===== src/rtl/vram_port_arbiter_if.sv =====
// vram_port_arbiter_if: capture-write, scanout-read and VRAM signals of the VRAM port arbiter.
// slave is the arbiter's view; master is the view of whatever drives the requesters and RAM.
interface vram_port_arbiter_if #(
  parameter int ADDR_W     = 15,
  parameter int DATA_W     = 8,
  parameter int FIFO_DEPTH = 4
);
  localparam int LVL_W = $clog2(FIFO_DEPTH) + 1;

  logic              i_wrValid;
  logic              o_wrReady;
  logic [ADDR_W-1:0] i_wrAddr;
  logic [DATA_W-1:0] i_wrData;
  logic              i_rdValid;
  logic              o_rdReady;
  logic [ADDR_W-1:0] i_rdAddr;
  logic [DATA_W-1:0] o_rdData;
  logic              o_rdDataValid;
  logic [ADDR_W-1:0] o_ramAddr;
  logic              o_ramWe;
  logic [DATA_W-1:0] o_ramDin;
  logic [DATA_W-1:0] i_ramDout;
  logic [LVL_W-1:0]  o_fifoLevel;

  modport slave (
    input  i_wrValid, i_wrAddr, i_wrData, i_rdValid, i_rdAddr, i_ramDout,
    output o_wrReady, o_rdReady, o_rdData, o_rdDataValid, o_ramAddr, o_ramWe, o_ramDin,
           o_fifoLevel
  );

  modport master (
    output i_wrValid, i_wrAddr, i_wrData, i_rdValid, i_rdAddr, i_ramDout,
    input  o_wrReady, o_rdReady, o_rdData, o_rdDataValid, o_ramAddr, o_ramWe, o_ramDin,
           o_fifoLevel
  );
endinterface


===== src/rtl/vram_port_arbiter.sv =====
// vram_port_arbiter: shares the single-port 160x144 VRAM between scanout reads (priority)
// and capture writes (buffered in a small FIFO, drained in cycles with no read).
// Optional feature macro: VRAM_ARB_WR_GUARD_EN -- after WR_GUARD_LIMIT consecutive read grants
// with writes pending, one write slot is forced. Undefined: strict read priority.
module vram_port_arbiter #(
  parameter int ADDR_W         = 15,
  parameter int DATA_W         = 8,
  parameter int MEM_DEPTH      = 23040,
  parameter int FIFO_DEPTH     = 4,
  parameter int WR_GUARD_LIMIT = 8
) (
  input  logic               i_clk,
  input  logic               i_rstN,
  vram_port_arbiter_if.slave bus
);
  localparam int PTR_W = $clog2(FIFO_DEPTH);
  localparam int LVL_W = PTR_W + 1;
  localparam logic [LVL_W-1:0]  FULL_LVL  = LVL_W'(FIFO_DEPTH);
  localparam logic [ADDR_W:0]   MEM_LIMIT = (ADDR_W + 1)'(MEM_DEPTH);

  typedef enum logic [1:0] {
    ST_IDLE = 2'd0,
    ST_RD   = 2'd1,
    ST_WR   = 2'd2
  } state_e;

  // Address lies inside the 160x144 frame; one extra bit keeps MEM_DEPTH == 2**ADDR_W legal
  function automatic logic in_range(input logic [ADDR_W-1:0] addr);
    return ({1'b0, addr} < MEM_LIMIT);
  endfunction

  state_e             state_r;
  state_e             next_state_s;
  logic               run_r;
  logic               rd_ready_s;
  logic               rd_oor_s;
  logic               pop_s;
  logic               wr_issue_s;
  logic               push_s;
  logic               fifo_empty_s;
  logic               force_wr_s;

  logic [ADDR_W-1:0]  fifo_addr_r [FIFO_DEPTH];
  logic [DATA_W-1:0]  fifo_data_r [FIFO_DEPTH];
  logic [PTR_W-1:0]   wr_ptr_r;
  logic [PTR_W-1:0]   rd_ptr_r;
  logic [LVL_W-1:0]   level_r;
  logic [LVL_W-1:0]   level_nxt_s;
  logic               wr_ready_r;
  logic [ADDR_W-1:0]  head_addr_s;
  logic [DATA_W-1:0]  head_data_s;

  logic [ADDR_W-1:0]  ram_addr_r;
  logic               ram_we_r;
  logic [DATA_W-1:0]  ram_din_r;
  logic               rd_oor_p1_r;
  logic               rd_valid_p2_r;
  logic               rd_oor_p2_r;

  assign push_s       = bus.i_wrValid & wr_ready_r;
  assign fifo_empty_s = (level_r == {LVL_W{1'b0}});
  assign head_addr_s  = fifo_addr_r[rd_ptr_r];
  assign head_data_s  = fifo_data_r[rd_ptr_r];

  assign bus.o_wrReady     = wr_ready_r;
  assign bus.o_rdReady     = rd_ready_s;
  assign bus.o_rdDataValid = rd_valid_p2_r;
  // RAM data arrives in the same cycle as the valid; zero it for out-of-range or idle slots
  assign bus.o_rdData      = (rd_valid_p2_r && !rd_oor_p2_r) ? bus.i_ramDout : {DATA_W{1'b0}};
  assign bus.o_ramAddr     = ram_addr_r;
  assign bus.o_ramWe       = ram_we_r;
  assign bus.o_ramDin      = ram_din_r;
  assign bus.o_fifoLevel   = level_r;

`ifdef VRAM_ARB_WR_GUARD_EN
  localparam int GCNT_W = $clog2(WR_GUARD_LIMIT + 1);
  localparam logic [GCNT_W-1:0] GUARD_MAX = GCNT_W'(WR_GUARD_LIMIT);

  logic [GCNT_W-1:0] guard_cnt_r;

  assign force_wr_s = (guard_cnt_r == GUARD_MAX) && !fifo_empty_s;

  // Count back-to-back read grants that left a write waiting; any other slot clears it
  always_ff @(posedge i_clk or negedge i_rstN) begin
    if (!i_rstN) begin
      guard_cnt_r <= {GCNT_W{1'b0}};
    end else if ((next_state_s == ST_RD) && !fifo_empty_s) begin
      guard_cnt_r <= guard_cnt_r + GCNT_W'(1);
    end else begin
      guard_cnt_r <= {GCNT_W{1'b0}};
    end
  end
`else
  assign force_wr_s = 1'b0;
`endif

  // Issue state: remembers last cycle's operation; run_r holds off grants until out of reset
  always_ff @(posedge i_clk or negedge i_rstN) begin
    if (!i_rstN) begin
      state_r <= ST_IDLE;
      run_r   <= 1'b0;
    end else begin
      state_r <= next_state_s;
      run_r   <= 1'b1;
    end
  end

  // Per-cycle issue decision: forced write slot, then read, then FIFO drain, else idle
  always_comb begin
    next_state_s = ST_IDLE;
    if (!run_r) begin
      next_state_s = ST_IDLE;
    end else if (force_wr_s) begin
      next_state_s = ST_WR;
    end else if (bus.i_rdValid) begin
      next_state_s = ST_RD;
    end else if (!fifo_empty_s) begin
      next_state_s = ST_WR;
    end else begin
      next_state_s = ST_IDLE;
    end
  end

  // Decode the issued operation into grant, pop and RAM-write qualifiers
  always_comb begin
    rd_ready_s = 1'b0;
    rd_oor_s   = 1'b0;
    pop_s      = 1'b0;
    wr_issue_s = 1'b0;
    case (next_state_s)
      ST_RD: begin
        rd_ready_s = 1'b1;
        rd_oor_s   = !in_range(bus.i_rdAddr);
      end
      ST_WR: begin
        pop_s      = 1'b1;
        wr_issue_s = in_range(head_addr_s);
      end
      ST_IDLE: begin
        rd_ready_s = 1'b0;
      end
      default: begin
        rd_ready_s = 1'b0;
      end
    endcase
  end

  // FIFO level change from this cycle's push/pop pair
  always_comb begin
    level_nxt_s = level_r;
    case ({push_s, pop_s})
      2'b10:   level_nxt_s = level_r + LVL_W'(1);
      2'b01:   level_nxt_s = level_r - LVL_W'(1);
      default: level_nxt_s = level_r;
    endcase
  end

  // Write FIFO payload; stale entries are harmless because pointers and level gate them
  always_ff @(posedge i_clk) begin
    if (push_s) begin
      fifo_addr_r[wr_ptr_r] <= bus.i_wrAddr;
      fifo_data_r[wr_ptr_r] <= bus.i_wrData;
    end
  end

  // FIFO pointers, level and ready; ready reflects level only, never a same-cycle pop
  always_ff @(posedge i_clk or negedge i_rstN) begin
    if (!i_rstN) begin
      wr_ptr_r   <= {PTR_W{1'b0}};
      rd_ptr_r   <= {PTR_W{1'b0}};
      level_r    <= {LVL_W{1'b0}};
      wr_ready_r <= 1'b0;
    end else begin
      if (push_s) begin
        wr_ptr_r <= wr_ptr_r + PTR_W'(1);
      end
      if (pop_s) begin
        rd_ptr_r <= rd_ptr_r + PTR_W'(1);
      end
      level_r    <= level_nxt_s;
      wr_ready_r <= (level_nxt_s != FULL_LVL);
    end
  end

  // Registered VRAM command; idle and discarded writes keep the address and data stable
  always_ff @(posedge i_clk or negedge i_rstN) begin
    if (!i_rstN) begin
      ram_addr_r <= {ADDR_W{1'b0}};
      ram_we_r   <= 1'b0;
      ram_din_r  <= {DATA_W{1'b0}};
    end else begin
      case (next_state_s)
        ST_RD: begin
          ram_addr_r <= bus.i_rdAddr;
          ram_we_r   <= 1'b0;
        end
        ST_WR: begin
          if (wr_issue_s) begin
            ram_addr_r <= head_addr_s;
            ram_din_r  <= head_data_s;
            ram_we_r   <= 1'b1;
          end else begin
            ram_we_r   <= 1'b0;
          end
        end
        default: begin
          ram_we_r <= 1'b0;
        end
      endcase
    end
  end

  // Read return pipeline: address cycle, then data cycle two clocks after the grant
  always_ff @(posedge i_clk or negedge i_rstN) begin
    if (!i_rstN) begin
      rd_oor_p1_r   <= 1'b0;
      rd_valid_p2_r <= 1'b0;
      rd_oor_p2_r   <= 1'b0;
    end else begin
      rd_oor_p1_r   <= rd_oor_s;
      rd_valid_p2_r <= (state_r == ST_RD);
      rd_oor_p2_r   <= rd_oor_p1_r;
    end
  end
endmodule


===== src/flat_wrapper.sv =====
// flat-port wrapper written by rule: the top's interface ports become plain ports
module vram_port_arbiter_flat 
#(
  parameter int ADDR_W         = 15,
  parameter int DATA_W         = 8,
  parameter int MEM_DEPTH      = 23040,
  parameter int FIFO_DEPTH     = 4,
  parameter int WR_GUARD_LIMIT = 8
)
  (i_clk, i_rstN, bus_i_wrValid, bus_i_wrAddr, bus_i_wrData, bus_i_rdValid, bus_i_rdAddr, bus_i_ramDout, bus_o_wrReady, bus_o_rdReady, bus_o_rdData, bus_o_rdDataValid, bus_o_ramAddr, bus_o_ramWe, bus_o_ramDin, bus_o_fifoLevel);
  vram_port_arbiter_if #(.ADDR_W(ADDR_W), .DATA_W(DATA_W), .FIFO_DEPTH(FIFO_DEPTH)) bus_i ();
  input  logic i_clk;
  input  logic i_rstN;
  input wire logic [$bits(bus_i.i_wrValid)-1:0] bus_i_wrValid;
  input wire logic [$bits(bus_i.i_wrAddr)-1:0] bus_i_wrAddr;
  input wire logic [$bits(bus_i.i_wrData)-1:0] bus_i_wrData;
  input wire logic [$bits(bus_i.i_rdValid)-1:0] bus_i_rdValid;
  input wire logic [$bits(bus_i.i_rdAddr)-1:0] bus_i_rdAddr;
  input wire logic [$bits(bus_i.i_ramDout)-1:0] bus_i_ramDout;
  output wire logic [$bits(bus_i.o_wrReady)-1:0] bus_o_wrReady;
  output wire logic [$bits(bus_i.o_rdReady)-1:0] bus_o_rdReady;
  output wire logic [$bits(bus_i.o_rdData)-1:0] bus_o_rdData;
  output wire logic [$bits(bus_i.o_rdDataValid)-1:0] bus_o_rdDataValid;
  output wire logic [$bits(bus_i.o_ramAddr)-1:0] bus_o_ramAddr;
  output wire logic [$bits(bus_i.o_ramWe)-1:0] bus_o_ramWe;
  output wire logic [$bits(bus_i.o_ramDin)-1:0] bus_o_ramDin;
  output wire logic [$bits(bus_i.o_fifoLevel)-1:0] bus_o_fifoLevel;
  assign bus_i.i_wrValid = bus_i_wrValid;
  assign bus_i.i_wrAddr = bus_i_wrAddr;
  assign bus_i.i_wrData = bus_i_wrData;
  assign bus_i.i_rdValid = bus_i_rdValid;
  assign bus_i.i_rdAddr = bus_i_rdAddr;
  assign bus_i.i_ramDout = bus_i_ramDout;
  assign bus_o_wrReady = bus_i.o_wrReady;
  assign bus_o_rdReady = bus_i.o_rdReady;
  assign bus_o_rdData = bus_i.o_rdData;
  assign bus_o_rdDataValid = bus_i.o_rdDataValid;
  assign bus_o_ramAddr = bus_i.o_ramAddr;
  assign bus_o_ramWe = bus_i.o_ramWe;
  assign bus_o_ramDin = bus_i.o_ramDin;
  assign bus_o_fifoLevel = bus_i.o_fifoLevel;
  vram_port_arbiter #(.ADDR_W(ADDR_W), .DATA_W(DATA_W), .MEM_DEPTH(MEM_DEPTH), .FIFO_DEPTH(FIFO_DEPTH), .WR_GUARD_LIMIT(WR_GUARD_LIMIT)) u_core (.i_clk(i_clk), .i_rstN(i_rstN), .bus(bus_i));
endmodule

===== config.mk =====
export PLATFORM = sky130hd
export DESIGN_NAME = vram_port_arbiter_flat
export DESIGN_NICKNAME = d
export VERILOG_FILES = /design/src/rtl/vram_port_arbiter_if.sv /design/src/rtl/vram_port_arbiter.sv /design/src/flat_wrapper.sv
export SDC_FILE = /design/constraint.sdc
export NUM_CORES = 1
export LEC_CHECK = 0
export BUFFER_PORTS_ARGS = -buffer_cell sky130_fd_sc_hd__clkbuf_2
export CORE_MARGIN = 2
export CORE_UTILIZATION = 40
export CTS_CLUSTER_SIZE = 8
export DETAILED_ROUTE_END_ITERATION = 8
export HOLD_SLACK_MARGIN = 0.02
export RECOVER_POWER = 25
export SETUP_SLACK_MARGIN = 0.4
export SYNTH_ARGS = -nofsm -noshare
export SYNTH_HDL_FRONTEND = slang
export SYNTH_SLANG_ARGS = --single-unit

===== constraint.sdc =====
create_clock -name i_clk -period 2.4 [get_ports i_clk]
set_clock_uncertainty 0.05 [all_clocks]
set_input_delay 0.48 -clock i_clk [delete_from_list [all_inputs] [get_ports i_clk]]
set_output_delay 0.48 -clock i_clk [all_outputs]
set_load 0.01 [all_outputs]

---- Word level (Yosys, flattened, before mapping) ----
Memory sizes are Yosys's and may differ from the RTL's. A register that Yosys moved wholly into a read port is not among the register bits.
Cells that the tools add are included.
operators by class
  mux-type cells .......................... 15
  add/sub/neg operators ................... 4
  order comparisons ....................... 2
  reductions and logical operators ........ 8
  equal/unequal tests ..................... 7
  bitwise gates (word level) .............. 1
operator list
  operator                count
  $lt A15 B15 Y1 const B  2
  $pmux W15 S2            1
  $mux W15                1
  $mux W1                 8
  $mux W8                 1
  $eq A2 B1 Y1 const B    3
  $mux W2                 3
  $pmux W3 S2             1
  $add A2 B1 Y2 const B   2
  $eq A2 B2 Y1 const B    2
  $reduce_and A2 Y1       2
  $add A3 B1 Y3 const B   1
  $logic_not A1 Y1        3
  $logic_not A3 Y1        1
  $ne A3 B3 Y1 const B    1
  $sub A3 B1 Y3 const B   1
  $ne A2 B1 Y1 const B    1
  $reduce_bool A2 Y1      1
  $and A1 B1 Y1           1
  $logic_and A1 B1 Y1     1
storage, ports and cells
  input bits .............................. 50
  memories kept ........................... 2
  memory bits (writable) .................. 92
  register bits ........................... 30
memory list
  name                depth  width  rd ports  clocked after Yosys merged registers in  write ports  line                     text
  u_core.fifo_addr_r  4      15     1         0                                        1            vram_port_arbiter.sv:43  logic [ADDR_W-1:0] fifo_addr_r [FIFO_DEPTH];
  u_core.fifo_data_r  4      8      1         1                                        1            vram_port_arbiter.sv:44  logic [DATA_W-1:0] fifo_data_r [FIFO_DEPTH];

---- Depth between registers and ports, before layout ----
Gate-level depths: netlist (run 1).
  depth after elaboration ................. 9
  depth in mapped cells ................... 9

---- Worst setup path before layout (run 1) ----
Ideal clock, no wire load.
  kind .................................... register to register
  start point ............................. register u_core.level_r[0], in the netlist u_core.bus.o_fifoLevel[0]
  end point ............................... register u_core.ram_addr_r[10], in the netlist u_core.bus.o_ramAddr[10]
  slack ................................... 334 ps
  library setup time ...................... 125 ps
  cell stages (with the launch flop) ...... 6
  data required time ...................... 2225 ps
  arrival ................................. 1891 ps
  period minus slack after synthesis ...... 2066 ps
  path through ............................ dfrtp_1 nor3_1 nor3_2 a211oi_4 buf_6 mux2_4
between the ends
  longest elaborated chain between the ends .. 8
ends and longest elaborated chain
  element                      line                                                text
  from (decl)                  vram_port_arbiter.sv:47                             logic [LVL_W-1:0] level_r;
  from (signal assigned)       vram_port_arbiter.sv:171                            level_r <= {LVL_W{1'b0}};
  from (signal assigned)       vram_port_arbiter.sv:180                            level_r <= level_nxt_s;
  $logic_not A3 Y1 *           vram_port_arbiter.sv:61                             assign fifo_empty_s = (level_r == {LVL_W{1'b0}});
  $mux W2 *                    vram_port_arbiter.sv:117                            end else if (!fifo_empty_s) begin
  $mux W2 *                    vram_port_arbiter.sv:115                            end else if (bus.i_rdValid) begin
  $mux W2 *                    vram_port_arbiter.sv:111                            if (!run_r) begin
  $eq A2 B2 Y1                 vram_port_arbiter.sv:130, vram_port_arbiter.sv:192
  $mux W1                      vram_port_arbiter.sv:130                            case (next_state_s)
  $ne A2 B1 Y1 (no line)       --
  $reduce_and A2 Y1 (no line)  --
  to (signal assigned)         vram_port_arbiter.sv:188                            ram_addr_r <= {ADDR_W{1'b0}};
  to (signal assigned)         vram_port_arbiter.sv:194                            ram_addr_r <= bus.i_rdAddr;
  to (signal assigned)         vram_port_arbiter.sv:199                            ram_addr_r <= head_addr_s;
  to (decl)                    vram_port_arbiter.sv:53                             logic [ADDR_W-1:0] ram_addr_r;
Mark *: on every way between the ends. The rest lies on a longest branch, timed or not.
A chain may end at the register's enable or synchronous reset.

---- Worst setup path in the final report (run 1) ----
  start point ............................. register u_core.rd_ptr_r[0]
  end point ............................... register u_core.ram_addr_r[0], in the netlist u_core.bus.o_ramAddr[0]
between the ends
  longest elaborated chain between the ends .. 5
ends and longest elaborated chain
  element                      line                      text
  from (decl)                  vram_port_arbiter.sv:46   logic [PTR_W-1:0] rd_ptr_r;
  from (signal assigned)       vram_port_arbiter.sv:170  rd_ptr_r <= {PTR_W{1'b0}};
  from (signal assigned)       vram_port_arbiter.sv:178  rd_ptr_r <= rd_ptr_r + PTR_W'(1);
  $mem_v2 Z4 W15 *             --
  $lt A15 B15 Y1               vram_port_arbiter.sv:29   return ({1'b0, addr} < MEM_LIMIT);
  $mux W1                      vram_port_arbiter.sv:130
  $ne A2 B1 Y1 (no line)       --
  $reduce_and A2 Y1 (no line)  --
Mark *: on every way between the ends. The rest lies on a longest branch, timed or not. The select of a mux whose other input is x is not followed.

==> metrics.md, run 1 <==
| Metric | Value |
|---|---|
| Status | finished clean |
| CTS clock-pin slew for the worst setup and hold paths | 60 ps |
| Slew HR | 63.14% |
| Area after DPL | 5872 sq um |
| Hold Crit Endpoint | u_core.fifo_addr_r[0][12]$_DFFE_PP_ |
| Crit path launch type | register |
| H-tree level count | 4 |
| Syn Inst Count | 252 |
| TritonRoute pass-1 iters | 4 |
| Total vias in the final route | 2690 |
| Most common cell after layout, fill and taps aside | edfxtp_1 |
| Synth Net Count | 308 |
| Min Tclk post-route | 2112 ps |
| Final worst setup slack | 288.3 ps |
| Number of CTS-inserted buffers | 17 |
| Vias in the first global route | 2900 |
| Clock Tree Buf Depth | 2 |
| Core ar. | 12570 sq um |
| Yosys top cell area share | 53.71% |
| Worst-case reg-to-reg path depth | 7 |
| Routed len/inst | 17.52 microns |
| Internal | 6.020 mW |
| Row count | 41 |
| Die Ht | 117.4 microns |
| Fin. Hold Viols | 0 |
| Area Overhead vs Synth | 29.55% |
| Final Net Count | 436 |
| TNS Setup | 0 ps |
| Antenna violations before repair | 0 |
| RSZ-0062 raised after global routing | true |
| First-pass GRT wire length | 15.63 mm |
| EDFF count, synth | 92 |
| Clk_lat worst skew | 400 ps |
| Starting Density | 40.93% |
| Initial DRC Count | 103 |
| Fin. max-slew vios | 0 |
| Asr flop ratio synth | 29.23% |
| Post-Place Cells | 517 |
| Mapped cell area | 5144 sq um |
| FF-to-FF Start | u_core.rd_ptr_r[0]$_DFFE_PN0N_ |
| Layout Cells excl Fill | 565 |
| Max FO, Critical Path | 7 |
| Ports | 88 |
| Req. time, crit path | 2630 ps |
| Global route total overflow | 0 |
| Hold Startpoint | bus_i_wrAddr[12] |
| R2R Setup Slk | 290 ps |
| Fraction of layout cells with a size suffix above 1 | 51.40% |
| Clock sinks | 130 |
| Crit path kind | register to register |
| Most frequent cells in the layout | 92 x edfxtp_1, 68 x clkbuf_2, 35 x dfrtp_1, 27 x mux2_2, 23 x mux4_2 |
| Arrival @ worst endpoint | 2340 ps |
| Seq/Total Area, Yosys | 72.20% |
| Die width | 117.4 microns |
| Worst-Margin Slew | 552.8 ps |
| Worst vdd ir | 0.7349 mV |
| Inserted Diodes | 0 |
| NetSw | 2.316 mW |
| Sequential Power Share | 39.8% |
| Main flop type after synthesis | edfxtp_1 |
| Yosys top cell by area | edfxtp_1 |
| Die Area | 13780 sq um |
| Clock power frac | 30.1% |
| Tcrit/Tclk final | 87.99% |
| Synthesized area per cell | 20.41 sq um |
| Top post-synthesis cells by area | edfxtp_1 54%, dfrtp_1 18%, mux4_2 9.2%, mux2_2 5.9%, mux2_4 2.9% |
| Sw Ratio | 27.79% |
| GPL Wtd Cong | 0.7081 |
| # setup viols final | 0 |
| Setup slack at placement | 157.5 ps |
| Dpl hpwl | 6.348 mm |
| Root Buffer | clkbuf_16 |
| Remaining DRCs | 0 |
| Leakage | 2.637 nW |
| CTS tree | done |
| Synth unique cells | 31 |
| GRT Overall Usage | 15.27% |
| Worst min path class | input pin to register |
| Cell Pwr Density | 1251 nW/um^2 |
| Number of port buffers | 87 |
| Seq cells post-synth | 130 |
| Synth warn | 0 |
| WL final | 9.896 mm |
| # Max-Cap Violations | 0 |
| Final Instance Area | 6664 sq um |
| Largest net degree at the start of global routing | 24 |
| Setup crit end kind | register |
| Fmax | 473.5 MHz |
| Vias/cell | 4.761 |
| Share of power burned in combinational logic | 30.0% |
| Total Power | 8.336 mW |
| Post-route antenna net violation count | 0 |
| Min-Delay Path Depth | 1 |
| Reg-to-reg endpoint | u_core.bus.o_ramAddr[0]$_DFFE_PN0P_ |
-- power by group through the flow --
stage                     sequential (mW)  clock (mW)  combinational [mW]
after floorplan                      3.37           0                1.44
after global placement               3.35           0                2.16
after detailed placement             3.38           0                2.19
after CTS                            3.32        2.56                2.49
after global routing                 3.38        2.66                2.71
final                                3.32        2.51                2.50
-- worst max-delay path: stages, from the launching register on --
cell	delay, ps
dfrtp_2	420
buf_4	160
mux4_2	380
o211ai_4	100
a211oi_4	250
buf_6	150
buf_12	140
mux2_2	330
-- sequential cells by signal, indices dropped and copies added (netlist names), 2 cells and up --
signal / cells
u_core.rd_ptr_r: 2
u_core.state_r: 2
u_core.bus.o_ramDin: 8
u_core.fifo_addr_r: 60
u_core.fifo_data_r: 32
u_core.bus.o_ramAddr: 15
u_core.bus.o_fifoLevel: 3
u_core.wr_ptr_r: 2
-- logic make-up after synthesis --
logic type	share of synthesized area [%]
other	0.07290
AOI/OAI and AO/OA	1.435
buffers and inverters	1.411
DFF	72.20
adders and majority gates	1.605
muxes	19.24
and+or+nand+nor	3.016
xor gates and xnor gates	1.022
-- area by class of cell --
type / instances / area [sq um]
sequential: 130 / 3717
inverter: 7 / 26.28
timing repair buffer: 116 / 700.7
fill: 1016 / 5904
clock inverter: 10 / 107.6
multi-input combinational: 108 / 1413
clock buffer: 22 / 484.2
tap: 172 / 215.2
-- per-stage QoR --
| step | util, % | hold WS [ps] |
|---|---|---|
| global route | 53.02 | 256.6 |
| floorplan | - | 134.4 |
| detailed placement | 46.72 | 301.0 |
| global placement | 46.72 | 290.0 |
| CTS | 52.79 | 222.7 |
| finish | 53.02 | 256.9 |
-- Yosys cell counts (all sizes together) (4+ instances only) --
library cell,number
ha,5
nor2,5
mux2,37
and3,4
inv,7
buf,6
mux4,23
edfxtp,92
dfrtp,38
and2,8
nand2,4
-- per-layer routing --
metal / global-route usage (%) / part of all wire, % / routed length (microns)
met3: 5.302 / 5.2 / 511
met2: 25.26 / 51 / 5012
met5: 0 / 0 / 0
met1: 18.70 / 43 / 4265
met4: 5.422 / 1.1 / 107
-- how the worst max path moves through the flow --
stage,start,end,cells after the start
global placement,u_core.rd_ptr_r[1]$_DFFE_PN0N_,u_core.bus.o_ramDin[3]$_DFFE_PN0P_,4
global route,u_core.rd_ptr_r[0]$_DFFE_PN0N_,u_core.bus.o_ramAddr[4]$_DFFE_PN0P_,7
floorplan,u_core.rd_ptr_r[0]$_DFFE_PN0N_,u_core.bus.o_ramAddr[10]$_DFFE_PN0P_,6
finish,u_core.rd_ptr_r[0]$_DFFE_PN0N_,u_core.bus.o_ramAddr[0]$_DFFE_PN0P_,7
detailed placement,u_core.rd_ptr_r[1]$_DFFE_PN0N_,u_core.bus.o_ramDin[0]$_DFFE_PN0P_,4
CTS,u_core.rd_ptr_r[0]$_DFFE_PN0N_,u_core.bus.o_ramAddr[13]$_DFFE_PN0P_,7
-- what timing repair did --
| action | CTS | global route |
|---|---|---|
| cloned | 1 | 0 |
| resized for setup | 12 | 9 |
| endpoints found under the hold margin | 18 | 0 |
| hold buffers | 1 | 0 |
| buffers inserted | 9 | 5 |
| pin swaps | 6 | 4 |
| endpoints found under the setup margin | 23 | 31 |
Note: power is estimated with default switching activity, not from simulation.
==> run 2, diff against run 1 <==
--- a/config.mk
+++ b/config.mk
@@ -12,6 +12,7 @@
 export DETAILED_ROUTE_END_ITERATION = 8
 export HOLD_SLACK_MARGIN = 0.02
 export RECOVER_POWER = 25
+export REMOVE_ABC_BUFFERS = 1
 export SETUP_SLACK_MARGIN = 0.4
 export SYNTH_ARGS = -nofsm -noshare
 export SYNTH_HDL_FRONTEND = slang
==> run 2 against run 1 <==
Cell area up 0.34%. Combinational power about the same. Die area unchanged. Critical path type unchanged. Sequential share of layout area down 0.21 points. Global-route usage down 0.28 points. Wire length down 0.60%. Final cell count up 0.53%. Sequential power down 1%. Non-clock buffer count up 3. Register-to-register slack better by 30 ps. Power up 1.3%.
==> metrics.md, run 2 (synthesized netlist as in run 1, its figures left out) <==
| Metric | Value |
|---|---|
| Status | finished clean |
| GRT Overall Usage | 14.99% (-0.28 points) |
| Req. time, crit path | 2640 ps (about the same) |
| GPL Wtd Cong | 0.7584 (+7.1%) |
| Total vias in the final route | 2701 (+0.41%) |
| Fraction of layout cells with a size suffix above 1 | 51.52% (+0.12 points) |
| First-pass GRT wire length | 15.37 mm (-1.6%) |
| Clock sinks | 130 (unchanged) |
| Most frequent cells in the layout | 92 x edfxtp_1, 67 x clkbuf_2, 36 x dfrtp_1, 27 x mux2_2, 27 x buf_4 |
| Cell Pwr Density | 1263 nW/um^2 (+0.95%) |
| Fin Hold WS | 73.82 ps (-183.1 ps) |
| WL final | 9.837 mm (-0.60%) |
| TritonRoute pass-1 iters | 5 (+1) |
| Routed len/inst | 17.32 microns (-1.1%) |
| Remaining DRCs | 0 (unchanged) |
| # setup viols final | 0 (unchanged) |
| Largest reg by FF count | u_core.fifo_addr_r |
| Die Area | 13780 sq um (unchanged) |
| Root Buffer | clkbuf_16 |
| Fmax | 480.7 MHz (+1.5%) |
| Max FO, Critical Path | 9 (+2) |
| Clock Tree Buf Depth | 2 (unchanged) |
| Final Net Count | 439 (+0.69%) |
| Fin. Hold Viols | 0 (unchanged) |
| Crit path kind | register to register |
| Post-route antenna net violation count | 0 (unchanged) |
| RSZ-0062 raised after global routing | true |
| Post-Place Cells | 525 (+1.5%) |
| Global route total overflow | 0 (unchanged) |
| Worst vdd ir | 0.9138 mV (+24%) |
| CTS tree | done |
| H-tree level count | 4 (unchanged) |
| Row count | 41 (unchanged) |
| Worst min path class | input pin to async pin |
| Worst-Margin Slew | 743.5 ps (+190.7 ps) |
| Min Tclk post-route | 2080 ps (-31.51 ps) |
| Filler cells | 1028 (+1.2%) |
| Arrival @ worst endpoint | 2320 ps (-20 ps) |
| Setup crit end kind | register |
| Clk_lat worst skew | 410 ps (about the same) |
| Initial DRC Count | 137 (+33%) |
| Max reg flops | 60 (unchanged) |
| Slew HR | 50.43% (-13 points) |
| TNS Setup | 0 ps (unchanged) |
| Die Ht | 117.4 microns (unchanged) |
| Inserted Diodes | 0 (unchanged) |
| Number of port buffers | 87 (unchanged) |
| Fin. max-slew vios | 0 (unchanged) |
| Largest net degree at the start of global routing | 27 (+13%) |
| Leakage | 2.651 nW (+0.51%) |
| Final Instance Area | 6686 sq um (+0.34%) |
| Crit path launch type | register |
| Layout Cells excl Fill | 568 (+0.53%) |
| Vias/cell | 4.755 (-0.12%) |
| Tcrit/Tclk final | 86.68% (-1.3 points) |
| Vias in the first global route | 2903 (+0.10%) |
| Antenna violations before repair | 0 (unchanged) |
| Starting Density | 40.93% (unchanged) |
| Area Overhead vs Synth | 29.99% |
| Number of CTS-inserted buffers | 17 (unchanged) |
| Core ar. | 12570 sq um (unchanged) |
| Die width | 117.4 microns (unchanged) |
| Most common cell after layout, fill and taps aside | edfxtp_1 |
| # Max-Cap Violations | 0 (unchanged) |
| Dpl hpwl | 6.301 mm (-0.75%) |
| CTS clock-pin slew for the worst setup and hold paths | 60 ps (about the same) |
| Ports | 88 (unchanged) |
| Area after DPL | 5907 sq um (+0.60%) |
run 2: cell types whose count changed in the layout (fill, tap and decap cells not counted), moves of 3 or more:
cell / previous run / this run
clkinv_2: 5 / 1
clkbuf_8: 4 / 1
inv_6: 0 / 3
buf_4: 22 / 27
clkinv_4: 0 / 3
run 2: timing repair:
item	4_1_cts	5_1_grt
endpoints found under the setup margin	24	31
pin swaps	4	4
setup buffers	8	3
resized for setup	5	12
hold buffers	0	0
endpoints found under the hold margin	0	0
run 2: worst max-delay path: stages, from the launching register on:
cell and delay [ps]:
dfrtp_2 360, buf_4 120, mux4_1 620, nor3_4 200
buf_4 160, a21oi_4 40, buf_12 140, mux2_2 270
run 2: power by group:
group	switching [mW]	total, mW	internal (mW)
Combinational	1.16	2.52	1.36
Sequential	0.257	3.28	3.02
Clock	0.965	2.64	1.68
run 2: worst paths after layout:
| check | from | end | slack [ps] | depth (start not counted) |
|---|---|---|---|---|
| setup / recovery | u_core.rd_ptr_r[0]$_DFFE_PN0N_ | u_core.bus.o_ramDin[5]$_DFFE_PN0P_ | 320 | 7 |
| hold / removal | i_rstN | u_core.bus.o_fifoLevel[0]$_DFF_PN0_ | 70 | 1 |
| setup reg to reg | u_core.rd_ptr_r[0]$_DFFE_PN0N_ | u_core.bus.o_ramDin[5]$_DFFE_PN0P_ | 320 | 7 |
| hold reg to reg | u_core.rd_oor_p1_r$_DFF_PN0_ | u_core.rd_oor_p2_r$_DFF_PN0_ | 300 | 0 |
| max in group asynchronous | i_rstN | u_core.bus.o_ramAddr[10]$_DFFE_PN0P_ | 1570 | 2 |
| min in group i_clk | bus_i_wrAddr[14] | u_core.fifo_addr_r[2][14]$_DFFE_PP_ | 250 | 1 |
run 2: final cells by class:
class	count	area, sq um	share of cell area, %
flip-flops and latches	130	3716	55.58
multi-input cells	108	1423	21.28
repair buffers	119	689.4	10.31
clock buffers	18	439.2	6.568
well taps	172	215.2	3.219
clock inverters	14	177.7	2.657
inverters	7	26.28	0.3930
run 2: through the flow:
| stage | total power [mW] | utilization [%] | worst slack, ps |
|---|---|---|---|
| final | 8.444 | 53.20 | 319.8 |
| after global routing | 8.877 | 53.20 | 261.6 |
| after CTS | 8.452 | 52.67 | 315.7 |
| after detailed placement | 5.635 | 47.00 | -157.6 |
| after global placement | 5.571 | 47.00 | -105.6 |
| after floorplan | 4.734 | - | -553.8 |
run 2: routing by layer:
metal | part of all wire [%] | wire, microns | GRT usage [%] | vias up
met3 | 5.1 | 500 | 4.669 | 11
met4 | 1.2 | 114 | 6.777 | 0
met2 | 50 | 4961 | 24.23 | 76
li1 | - | - | - | 1249
met5 | 0 | 0 | 0 | -
met1 | 43 | 4261 | 18.60 | 1365
